[config.mk]
export PLATFORM = sky130hd
export DESIGN_NAME = alu
export DESIGN_NICKNAME = d
export VERILOG_FILES = /design/src/rtl/alu.sv
export SDC_FILE = /design/constraint.sdc
export NUM_CORES = 1
export LEC_CHECK = 0
export ABC_CLOCK_PERIOD_IN_PS = 2100
export BUFFER_PORTS_ARGS = -buffer_cell sky130_fd_sc_hd__buf_2
export CORE_MARGIN = 10
export CORE_UTILIZATION = 58
export DETAILED_ROUTE_END_ITERATION = 8
export PLACE_DENSITY = 0.95
export SETUP_SLACK_MARGIN = 0.02
export SLEW_MARGIN = 20
export SYNTH_ARGS = -nofsm -noshare
export SYNTH_HDL_FRONTEND = slang
export SYNTH_SLANG_ARGS = --single-unit
[constraint.sdc]
create_clock -name clk -period 2.1 [get_ports clk]
set_input_delay 0.21 -clock clk [delete_from_list [all_inputs] [get_ports clk]]
set_output_delay 0.21 -clock clk [all_outputs]
set_load 0.1 [all_outputs]
[src/rtl/alu.sv]
// Registered WIDTH-bit ALU: add, subtract, AND, NOT-B with a registered zero flag.
// Define ALU_FLAGS_EN to add registered negative (N) and signed-overflow (V) outputs.
module alu #(
  parameter int WIDTH = 16
) (
  input  logic             clk,
  input  logic             rst_n,
  input  logic             in_valid,
  input  logic [WIDTH-1:0] Ain,
  input  logic [WIDTH-1:0] Bin,
  input  logic [1:0]       ALUop,
  output logic [WIDTH-1:0] out,
  output logic             Z,
  output logic             out_valid
`ifdef ALU_FLAGS_EN
  ,
  output logic             N,
  output logic             V
`endif
);

  localparam logic [1:0] OP_ADD  = 2'b00;
  localparam logic [1:0] OP_SUB  = 2'b01;
  localparam logic [1:0] OP_AND  = 2'b10;
  localparam logic [1:0] OP_NOTB = 2'b11;

  // True when every bit of the value is clear.
  function automatic logic is_zero(input logic [WIDTH-1:0] value);
    is_zero = (value == {WIDTH{1'b0}});
  endfunction

  logic             is_sub_s;
  logic [WIDTH-1:0] b_operand_s;
  logic [WIDTH-1:0] carry_in_s;
  logic [WIDTH-1:0] sum_s;
  logic [WIDTH-1:0] result_s;
  logic             zero_s;

  logic [WIDTH-1:0] out_r;
  logic             z_r;
  logic             out_valid_r;

  // Shared adder: subtraction is A + ~B + 1, carry out falls off the top.
  always_comb begin
    is_sub_s    = (ALUop == OP_SUB);
    b_operand_s = is_sub_s ? ~Bin : Bin;
    carry_in_s  = {{(WIDTH-1){1'b0}}, is_sub_s};
    sum_s       = Ain + b_operand_s + carry_in_s;
  end

  // Result select; NOT-B never looks at Ain so an unknown Ain cannot leak.
  always_comb begin
    result_s = {WIDTH{1'b0}};
    case (ALUop)
      OP_ADD:  result_s = sum_s;
      OP_SUB:  result_s = sum_s;
      OP_AND:  result_s = Ain & Bin;
      OP_NOTB: result_s = ~Bin;
      default: result_s = {WIDTH{1'b0}};
    endcase
    zero_s = is_zero(result_s);
  end

  // Result and zero flag load only on accepted operations; otherwise hold.
  always_ff @(posedge clk or negedge rst_n) begin
    if (!rst_n) begin
      out_r       <= {WIDTH{1'b0}};
      z_r         <= 1'b0;
      out_valid_r <= 1'b0;
    end else if (in_valid) begin
      out_r       <= result_s;
      z_r         <= zero_s;
      out_valid_r <= 1'b1;
    end else begin
      out_valid_r <= 1'b0;
    end
  end

  assign out       = out_r;
  assign Z         = z_r;
  assign out_valid = out_valid_r;

`ifdef ALU_FLAGS_EN
  logic n_s;
  logic v_s;
  logic n_r;
  logic v_r;

  // With B already inverted for subtract, one rule covers both: operands
  // of equal sign producing a result of the other sign.
  always_comb begin
    n_s = result_s[WIDTH-1];
    v_s = 1'b0;
    case (ALUop)
      OP_ADD, OP_SUB: v_s = (Ain[WIDTH-1] == b_operand_s[WIDTH-1]) &&
                            (sum_s[WIDTH-1] != Ain[WIDTH-1]);
      default:        v_s = 1'b0;
    endcase
  end

  // Flags follow the same load/hold/reset rules as the result.
  always_ff @(posedge clk or negedge rst_n) begin
    if (!rst_n) begin
      n_r <= 1'b0;
      v_r <= 1'b0;
    end else if (in_valid) begin
      n_r <= n_s;
      v_r <= v_s;
    end else begin
      n_r <= n_r;
      v_r <= v_r;
    end
  end

  assign N = n_r;
  assign V = v_r;
`endif

endmodule

==> run summary, run 1 <==
The starting density of the core was 61.39%. In this run, synthesis produced a sequential element count of 18. Clock tree synthesis found a total of 18 sinks. Counting flops with a built-in enable in the synthesized netlist gives 0. The boundary pin count came out at 55. The placement row count is 21.

For this run, the leading register cell type out of synthesis is sky130_fd_sc_hd__dfrtp_1. The total number of H-tree levels was 1; the total of buffers placed on input and output ports was 54. The flow halted during 5_1_grt.

Summing all placed instances gives a cell area of 2902 um^2. Counting every net in the synthesized netlist gives 318. Yosys printed 0 warnings.

Counting flops with an async set or reset pin after synthesis yields a share of 100.0%. After Yosys synthesis, XOR and XNOR cells account for 9.189% of the synthesized area. TritonCTS created 3 clock buffers. The flow did not finish.

After the last repair the worst path ends at a sequential cell input. The tools report the critical endpoint after global-route timing repair as Z$_DFFE_PN0P_/D. The first error in the log reads "[ERROR DPL-0038] Utilization greater than 100%, impossible to legalize".

Averaged over all synthesized cells, the footprint is 7.973 um^2. Routability-driven placement finished with a final weighted congestion of 0.9511. After Yosys synthesis, and, or, nand and nor cells account for 20.17% of the synthesized area. Synthesis produced 263 cells. The logs give -846.3 ps for the worst setup slack before clock tree synthesis and 2097 um^2 for the synthesized cell area. Sequential cells were found to cover 21.48% of the synthesized design area. The synthesized-area fraction occupied by ao, oa, aoi and oai cells is 26.43%. Detailed placement finished with a half-perimeter wire length of 6.100 mm. The die span in y is 80.13 um, and the post-synthesis mux area share is 6.623%. Clock tree root buffer cell: sky130_fd_sc_hd__clkbuf_4. The number of different library cells used by synthesis comes to 54. Entering global routing, the biggest net connects 36 pins.

The floorplan step set the die width to 80.13 um. The synthesized-area fraction occupied by adder cells came out at 11.10%. The dominant combinational cell family by area after synthesis is compound AO/OA/AOI/OAI gates. The maximum buffer depth of the clock tree came out at 2.
## synth_stat cells, drive strengths merged, types with 2 or more instances
master,number,share of area [%]
a31oi,3,0.90
inv,9,1.6
nor3,2,0.48
buf,4,1.4
a211o,2,0.84
clkbuf,10,1.8
nand3,9,2.1
o21a,5,1.8
mux2i,6,2.9
o22ai,3,1.2
nor4b,2,0.84
o221ai,3,1.3
o21ai,23,5.5
nor2,24,4.3
dfrtp,18,21
ha,17,10
nand2,26,4.7
a21oi,21,5.0
mux2,7,3.8
nand2b,3,0.90
a2111oi,2,0.84
nor4,2,0.60
a21o,2,0.72
nor3b,2,1.3
o211ai,6,2.4
a211oi,2,0.72
nand4,4,1.2
nand3b,2,0.72
nor2b,3,0.90
xnor2,20,8.4
xor2,2,0.84
o21bai,2,0.72
## per-stage QoR
stage / instances / setup TNS [ps] / utilization (%)
after CTS: 426 / -1413 / 92.49
after detailed placement: 412 / -6097 / 84.95
after floorplan: 263 / -2813 / -
after global placement: 412 / -4192 / 84.95
## kinds of logic after synthesis
family	count (synthesis)
fa+ha+maj	18
simple gates	85
flops	18
compound gates	83
buf+inv	24
xor+xnor	22
mux	13
## what timing repair did
action / in CTS
setup endpoints to repair: 11
buffers inserted: 10
resized for setup: 31
pin swaps: 17
hold endpoints to repair: 18
cloned: 0
hold buffers: 1
==> run 2, diff against run 1 <==
CORE_UTILIZATION = 40   (was 58)
PLACE_DENSITY = unset   (was 0.95)
PLACE_DENSITY_LB_ADDON = 0.15   (was unset)
SETUP_SLACK_MARGIN = unset   (was 0.02)
==> run summary, run 2 <==
For the worst-skew pair, the clock arrives at the later sink with an insertion delay of 250 ps. The number of clock sinks seen by CTS was 18 (unchanged); the fraction of the yosys area taken by sequential cells was 21.48% (unchanged). The power per standard cell area works out to 673.2 nW/um^2.

The tools report the yosys synthesis warning count as 0 (unchanged). The number of flops mapped to enable cells by yosys was 0 (unchanged). The final period demand of the worst path was 2549 ps.

At the worst endpoint, the required time is 2260 ps. For the final database, setup skew stands at 0 ps. The floorplan step defined a core boundary enclosing 5107 um^2. The run gives 2097 um^2 (unchanged) as the synthesized cell area. Smallest setup slack after layout: -448.5 ps. Dividing the detail-routed via count by the number of cells gives 5.410. The library cells used most frequently in the layout, excluding fill and tap cells, are sky130_fd_sc_hd__buf_4 (69), sky130_fd_sc_hd__buf_2 (52), sky130_fd_sc_hd__nand2_1 (25), sky130_fd_sc_hd__nor2_1 (24), sky130_fd_sc_hd__dfrtp_1 (18). Hold violation count in the final report: 0. The startpoint identified for the worst hold timing path is in_valid. For the via count of the first global-routing pass, the log shows 2436. Maximum fanout along the worst path: 3.

Sorting the synthesized cells by area gives the leading types as sky130_fd_sc_hd__dfrtp_1 (21%), sky130_fd_sc_hd__ha_1 (10%), sky130_fd_sc_hd__xnor2_1 (8.4%). The share of flip-flops with an asynchronous set or reset after synthesis works out to 100.0% (unchanged). Final hold analysis gives a worst-case slack of 329.3 ps.

Total number of H-tree levels: 1 (unchanged). sky130_fd_sc_hd__dfrtp_1 takes more of the synthesized area than any other cell. The area fraction of the dominant cell type after synthesis was 21.48% (unchanged); the overall power of the completed layout was 2.211 mW.

The checks that failed: negative setup slack. Commonest non-fill, non-tap cell in the layout: sky130_fd_sc_hd__buf_4. For this block, the routed nets add up to 6.991 mm of wire. The worst voltage drop across the vdd grid is 0.6245 mV. The clock tree root buffer cell is sky130_fd_sc_hd__clkbuf_8. In the synthesized netlist, the cells that appear most often are sky130_fd_sc_hd__nand2_1 (26), sky130_fd_sc_hd__nor2_1 (24), sky130_fd_sc_hd__o21ai_0 (22), sky130_fd_sc_hd__a21oi_1 (21), sky130_fd_sc_hd__xnor2_1 (20). Relative to the synthesized area, the layout overhead comes to 56.62%.

In the synthesized netlist the dominant register cell turns out to be sky130_fd_sc_hd__dfrtp_1. The placement row count is 26 (+24%), and the area share of xor/xnor cells in the synthesized design is 9.189% (unchanged). The number of nets still failing antenna checks after routing is 0.

Yosys instantiated no cell more often than sky130_fd_sc_hd__nand2_1. The register with the most flip-flops in the layout has 16 of them. The depth of the most critical reg-to-reg path was 1; the slack of the worst reg-to-reg path was 1350 ps. For the maximum buffer depth of the clock tree, the log shows 2 (unchanged).

Data arrives at the worst endpoint at 2710 ps. Count of final setup violators: 8. The floorplan die width is 92.41 um (+15%). The average footprint of a synthesized cell is 7.973 um^2 (unchanged). TritonCTS built the clock tree. Summed over all cells, the static leakage comes to 1.498 nW. The number of buffers inserted during clock tree synthesis is 3 (unchanged), and the global-route wire length before repair is 11.18 mm. The largest net degree at the start of global routing was 36. The critical path class is in -> reg.

The total global routing track utilization was 15.36%; the register clock-pin slew on the reported worst setup and hold paths was 60 ps. After synthesis, the largest family of logic cells by area is compound AO/OA/AOI/OAI gates. The total of buffers placed on input and output ports is 54 (unchanged).

The path class of the tightest hold or removal check is in -> reg. The worst setup slack before clock tree synthesis was -867.7 ps (-21.39 ps). The routed length per placed instance was 15.50 um.

The ratio of final minimum period to clock period was 121.4%; the starting density of the core was 41.06% (-20 points). The tools report the number of antenna violations at the first check in global routing as 0. For hold timing, the worst endpoint is Z. The startpoint identified for the worst register-to-register timing path is out[12].

The first TritonRoute pass finished after 4 iterations. The synthesized flop and latch total came out at 18 (unchanged). The post-synthesis mux area share is 6.623% (unchanged).

Synthesized-area fraction occupied by adder cells: 11.10% (unchanged). The normalized max-slew margin was 67.21%. Summed over all layers, the global routing overflow is 0. The repair_antennas step left the layout with diodes totalling 0. The capture point of the worst reg-to-reg path was out[12]. The flow ran to the end, but the final reports show violations. The post-route netlist has 46.98% of its cells at a drive strength greater than 1. The boundary pin count was 55 (unchanged). Nature of the critical path startpoint: a primary input. The logs give 0.8980 (-5.6%) for the final weighted congestion in routability-driven placement and 263 (unchanged) for the cell count after synthesis.

Along the worst hold path, the cell count comes to 2. The run gives 81 as the starting DRC count in detailed routing. The tools report the DRC violations left as 0. The count of distinct cell types in the synthesized netlist came out at 54 (unchanged). The floorplan step defined a die boundary enclosing 8539 um^2. The HPWL after detailed placement was 5.338 mm (-12%). Setup repair after global routing could not meet its margin everywhere.

The number of nets in the synthesized netlist was 318 (unchanged). The tool flagged a number of max-cap violations equal to 0. The synthesized-area fraction occupied by ao, oa, aoi and oai cells works out to 26.43% (unchanged).

The type of element capturing the critical path was a flip-flop. Fill cells in the final layout number 448. The simple-gate area share of the yosys netlist works out to 20.17% (unchanged). At the pin with the least slew margin, the transition time is 495.3 ps. The logs give 0 for the count of final max-slew check failures and 438 for the number of nets in the layout. Detailed routing inserted a total of 2440 vias. The run gives 0.3924 GHz as the achievable clock frequency. The die span in y works out to 92.41 um (+15%).
==> run 2: kinds of logic after synthesis <==
group	after synthesis
simple gates	85
compound gates	83
buf+inv	24
xor+xnor	22
fa+ha+maj	18
flops	18
mux	13
==> run 2: cell type report <==
type,instances,area (um^2),share of cell area [%]
multi-input combinational,221,1772,53.94
inverter,10,50.05,1.524
sequential,18,450.4,13.71
timing repair buffer,129,883.3,26.90
clock buffer,3,41.29,1.257
tap,70,87.58,2.667
==> run 2: routing by layer <==
metal / part of all wire, % / routed length (um) / track usage [%]
met1: 43 / 2978 / 17.31
met2: 51 / 3556 / 28.71
met3: 4.7 / 330 / 3.632
met4: 1.8 / 125 / 2.828
met5: 0 / 0 / 0
==> run 2: worst max path at each step <==
stage	from	to
3_5_place_dp	ALUop[1]	Z
2_1_floorplan	ALUop[0]	Z
5_1_grt	ALUop[1]	Z
6_report	ALUop[0]	Z
3_3_place_gp	ALUop[1]	Z
4_1_cts	ALUop[1]	Z
==> run 2: what timing repair did <==
item,in CTS,in global routing
buffers inserted,5,7
endpoints found under the hold margin,18,0
hold buffers,1,0
gates resized for setup,32,16
pin swaps,18,11
setup endpoints to repair,10,10
==> run 2: critical path: stages <==
cell and delay, ps:
sky130_fd_sc_hd__buf_8 110, sky130_fd_sc_hd__nor3b_4 150, sky130_fd_sc_hd__a21o_1 180, sky130_fd_sc_hd__fa_2 380
sky130_fd_sc_hd__a211oi_4 280, sky130_fd_sc_hd__o21bai_1 130, sky130_fd_sc_hd__and3_1 190, sky130_fd_sc_hd__nor3_1 170
sky130_fd_sc_hd__buf_4 150, sky130_fd_sc_hd__nand4_1 120, sky130_fd_sc_hd__nor4b_2 270, sky130_fd_sc_hd__nand3_1 120
sky130_fd_sc_hd__o32ai_2 250
==> run 2: stage by stage <==
stage                     utilization, %  std cells  cell area [um^2]  TNS [ps]
after floorplan                        -        263              2201     -2829
after global placement             57.40        436              2932     -5638
after detailed placement           57.40        436              2932     -5932
after CTS                          61.59        444              3146     -1477
after global routing               64.31        451              3284     -3270
final                              64.31        451              3284     -2132
==> run 2: power breakdown <==
group,switching (mW),internal [mW]
Combinational,0.956,0.585
Sequential,0.0271,0.405
Clock,0.111,0.127
Total,1.09,1.12
(Power assumes the default switching activity.)
==> run 3, diff against run 2 <==
CORE_UTILIZATION = 35   (was 40)
==> run summary, run 3 (same netlist as run 2, synthesis figures left out) <==
The run finished, with violations left. The checks that failed: negative setup slack. The logs give 13.91% (-1.4 points) for the total global routing track utilization and 1.093 mW (about the same) for the power dissipated by switching net loads. In this run the critical register-to-register path is launched from out[12]. The maximum fanout along the worst path was 5 (+2); the fraction of power consumed by sequential logic was 19.4% (about the same). The tools report the maximum buffer depth of the clock tree as 2 (unchanged). The number of vias per cell was 5.237 (-3.2%).

Boundary pin count: 55 (unchanged). The run gives -411.8 ps (+36.70 ps) as the smallest setup slack after layout. The run gives 441 (+0.68%) as the number of nets in the layout. The most critical setup path has its startpoint at ALUop[1].

Type of element capturing the critical path: a flip-flop. The setup TNS came out at -1519 ps (+613.0 ps). In this run the worst setup path terminates at Z. The total congestion overflow after global routing is 0 (unchanged), and the hold violation count in the final report is 0 (unchanged). The power per standard cell area is 662.5 nW/um^2 (-1.6%), and the global-route wire length before repair is 11.48 mm (+2.7%).

The combinational power share came out at 70.1% (+0.4 points). The largest net degree at the start of global routing is 36 (unchanged), and the routed length per placed instance is 14.89 um (-3.9%). The fraction of layout instances using a drive strength above 1 is 48.18% (+1.2 points), and the count of TritonRoute iterations in the first routing pass is 4 (unchanged). The depth of the most critical reg-to-reg path came out at 1 (unchanged). The tools report the cell-internal power as 1.127 mW (+0.86%). The flip-flop count of the largest register, all copies and words added works out to 16 (unchanged).

The non-filler instance count after layout was 459 (+1.8%); the fraction of the core area covered by cells at the end of the flow was 56.93% (-7.4 points). The top cell types in the final layout, fill and taps aside, are sky130_fd_sc_hd__buf_4 (70), sky130_fd_sc_hd__buf_2 (52), sky130_fd_sc_hd__nand2_1 (25), sky130_fd_sc_hd__nor2_1 (23), sky130_fd_sc_hd__dfrtp_1 (18). The tools report the capture point of the worst reg-to-reg path as out[12].

The critical path required time was 2260 ps (about the same); the normalized max-slew margin was 67.45% (+0.24 points). The die area was 9488 um^2 (+11%). The worst voltage drop across the vdd grid is 0.4957 mV (-21%), and the net switching fraction of the power is 49.22% (-0.23 points). The logs give 6.836 mm (-2.2%) for the total wirelength of the detailed-routed design and 7 (-1) for the count of final setup violators. The total of buffers placed on input and output ports is 54 (unchanged). The achievable clock frequency is 0.3981 GHz (+1.5%). The total number of H-tree levels is 1 (unchanged). The tools report the slack of the worst reg-to-reg path as 1350 ps (about the same).

The run gives 0 (unchanged) as the number of violations of the max-capacitance limit. For the DRC violations left, the log shows 0 (unchanged). The number of vias after detailed routing was 2404 (-1.5%). The floorplan die width was 97.41 um (+5.4%).

Post-placement cell area: 2970 um^2 (+1.3%). For the cell count after placement, the log shows 447 (+2.5%). The number of nets still failing antenna checks after routing is 0 (unchanged). Setup repair after global routing could not meet its margin everywhere.

The logs give 5886 um^2 (+15%) for the core box area and 2472 (+1.5%) for the via count of the first global-routing pass. The register clock-pin slew on the reported worst setup and hold paths is 60 ps (about the same). Commonest non-fill, non-tap cell in the layout: sky130_fd_sc_hd__buf_4. The HPWL after detailed placement came out at 5.432 mm (+1.8%). Nature of the critical path startpoint: a primary input.

The final weighted congestion in routability-driven placement is 0.8494 (-5.4%). Number of buffers inserted during clock tree synthesis: 3 (unchanged). The worst setup skew after layout is 0 ps (unchanged), and the final period demand of the worst path is 2512 ps (-36.70 ps). Die span in y: 97.41 um (+5.4%). TritonCTS built the clock tree.

The antenna diode count was 0 (unchanged). From synthesis to final layout, the design area changed by 59.79%. In this run the worst hold path is classified as in -> reg.

The tools report the clock tree root buffer cell as sky130_fd_sc_hd__clkbuf_8. The count of final max-slew check failures is 0 (unchanged), and the worst-skew pair later-pin latency is 250 ps (about the same). The arrival time reported for the critical path endpoint was 2670 ps (-40 ps). The ratio of final minimum period to clock period is 119.6% (-1.7 points). The tools report the clock network power share as 10.5% (-0.3 points). The critical path in this run is classified as in -> reg. The slew at the pin closest to its max-slew limit is 491.7 ps (-3.638 ps), and the starting DRC count in detailed routing is 56 (-31%). The number of antenna violations at the first check in global routing is 0 (unchanged).

The starting density of the core was 35.63% (-5.4 points); the number of clock sinks seen by CTS was 18 (unchanged). The run gives 3351 um^2 (+2.0%) as the finished layout cell area. For the placement row count, the log shows 28 (+7.7%). The leakage power figure was 1.517 nW (+1.3%).
==> run 3: cell count changes in the layout (fill, tap and decap cells not counted), sizes merged <==
cell	change
buf	+2
nand2	+1
==> run 3: stage by stage <==
| stage | hold WS, ps | worst slack (ps) | power (mW) |
|---|---|---|---|
| finish | 264.9 | -411.8 | 2.220 |
| global route | 280.0 | -569.6 | 2.361 |
| CTS | 264.7 | -418.6 | 2.200 |
| detailed placement | 163.4 | -854.2 | 1.850 |
| global placement | 160.7 | -768.2 | 1.841 |
| floorplan | -85.59 | -666.4 | 1.396 |
==> run 3: power by group through the flow <==
| stage | registers (mW) | clock network, mW | logic [mW] |
|---|---|---|---|
| floorplan | 0.872 | 0 | 0.524 |
| global placement | 0.438 | 0 | 1.40 |
| detailed placement | 0.438 | 0 | 1.41 |
| CTS | 0.432 | 0.242 | 1.53 |
| global route | 0.441 | 0.254 | 1.67 |
| finish | 0.432 | 0.233 | 1.56 |
==> run 3: worst min-delay path by stage <==
stage,from,to,depth (start not counted)
final,in_valid,out_valid,1
after global routing,in_valid,out_valid,1
after CTS,in_valid,out_valid,1
after detailed placement,rst_n,out[2],1
after global placement,rst_n,out_valid,1
after floorplan,rst_n,Z,0
==> run 3: what timing repair did <==
item / CTS / global route
gates resized for setup: 47 / 9
pin swaps: 32 / 17
gates cloned: 1 / 0
endpoints found under the hold margin: 18 / 0
buffers inserted: 8 / 3
hold buffers: 1 / 0
setup endpoints to repair: 10 / 11
==> run 3: final cells by class <==
cell class | count | area (um^2)
fill | 572 | 2535
multi-input combinational | 222 | 1808
timing repair buffer | 131 | 907.1
sequential | 18 | 450.4
tap | 75 | 93.84
inverter | 10 | 50.05
clock buffer | 3 | 41.29
==> run 3: critical path, cell delays in order <==
cell	delay (ps)
sky130_fd_sc_hd__buf_8	110
sky130_fd_sc_hd__clkinv_8	60
sky130_fd_sc_hd__nand2_8	80
sky130_fd_sc_hd__buf_6	120
sky130_fd_sc_hd__xnor2_2	120
sky130_fd_sc_hd__ha_1	310
sky130_fd_sc_hd__nand4_1	110
sky130_fd_sc_hd__o221a_2	300
sky130_fd_sc_hd__o31a_1	130
sky130_fd_sc_hd__o211ai_1	240
sky130_fd_sc_hd__a31oi_1	130
sky130_fd_sc_hd__nor4_2	220
sky130_fd_sc_hd__buf_4	170
sky130_fd_sc_hd__o211ai_1	100
sky130_fd_sc_hd__o32ai_2	260
==> run 3: per-layer routing <==
metal	global-route usage, %	share of wire [%]
met2	25.96	52
met1	16.44	44
met4	1.678	0.67
met5	0	0
met3	2.347	3.5
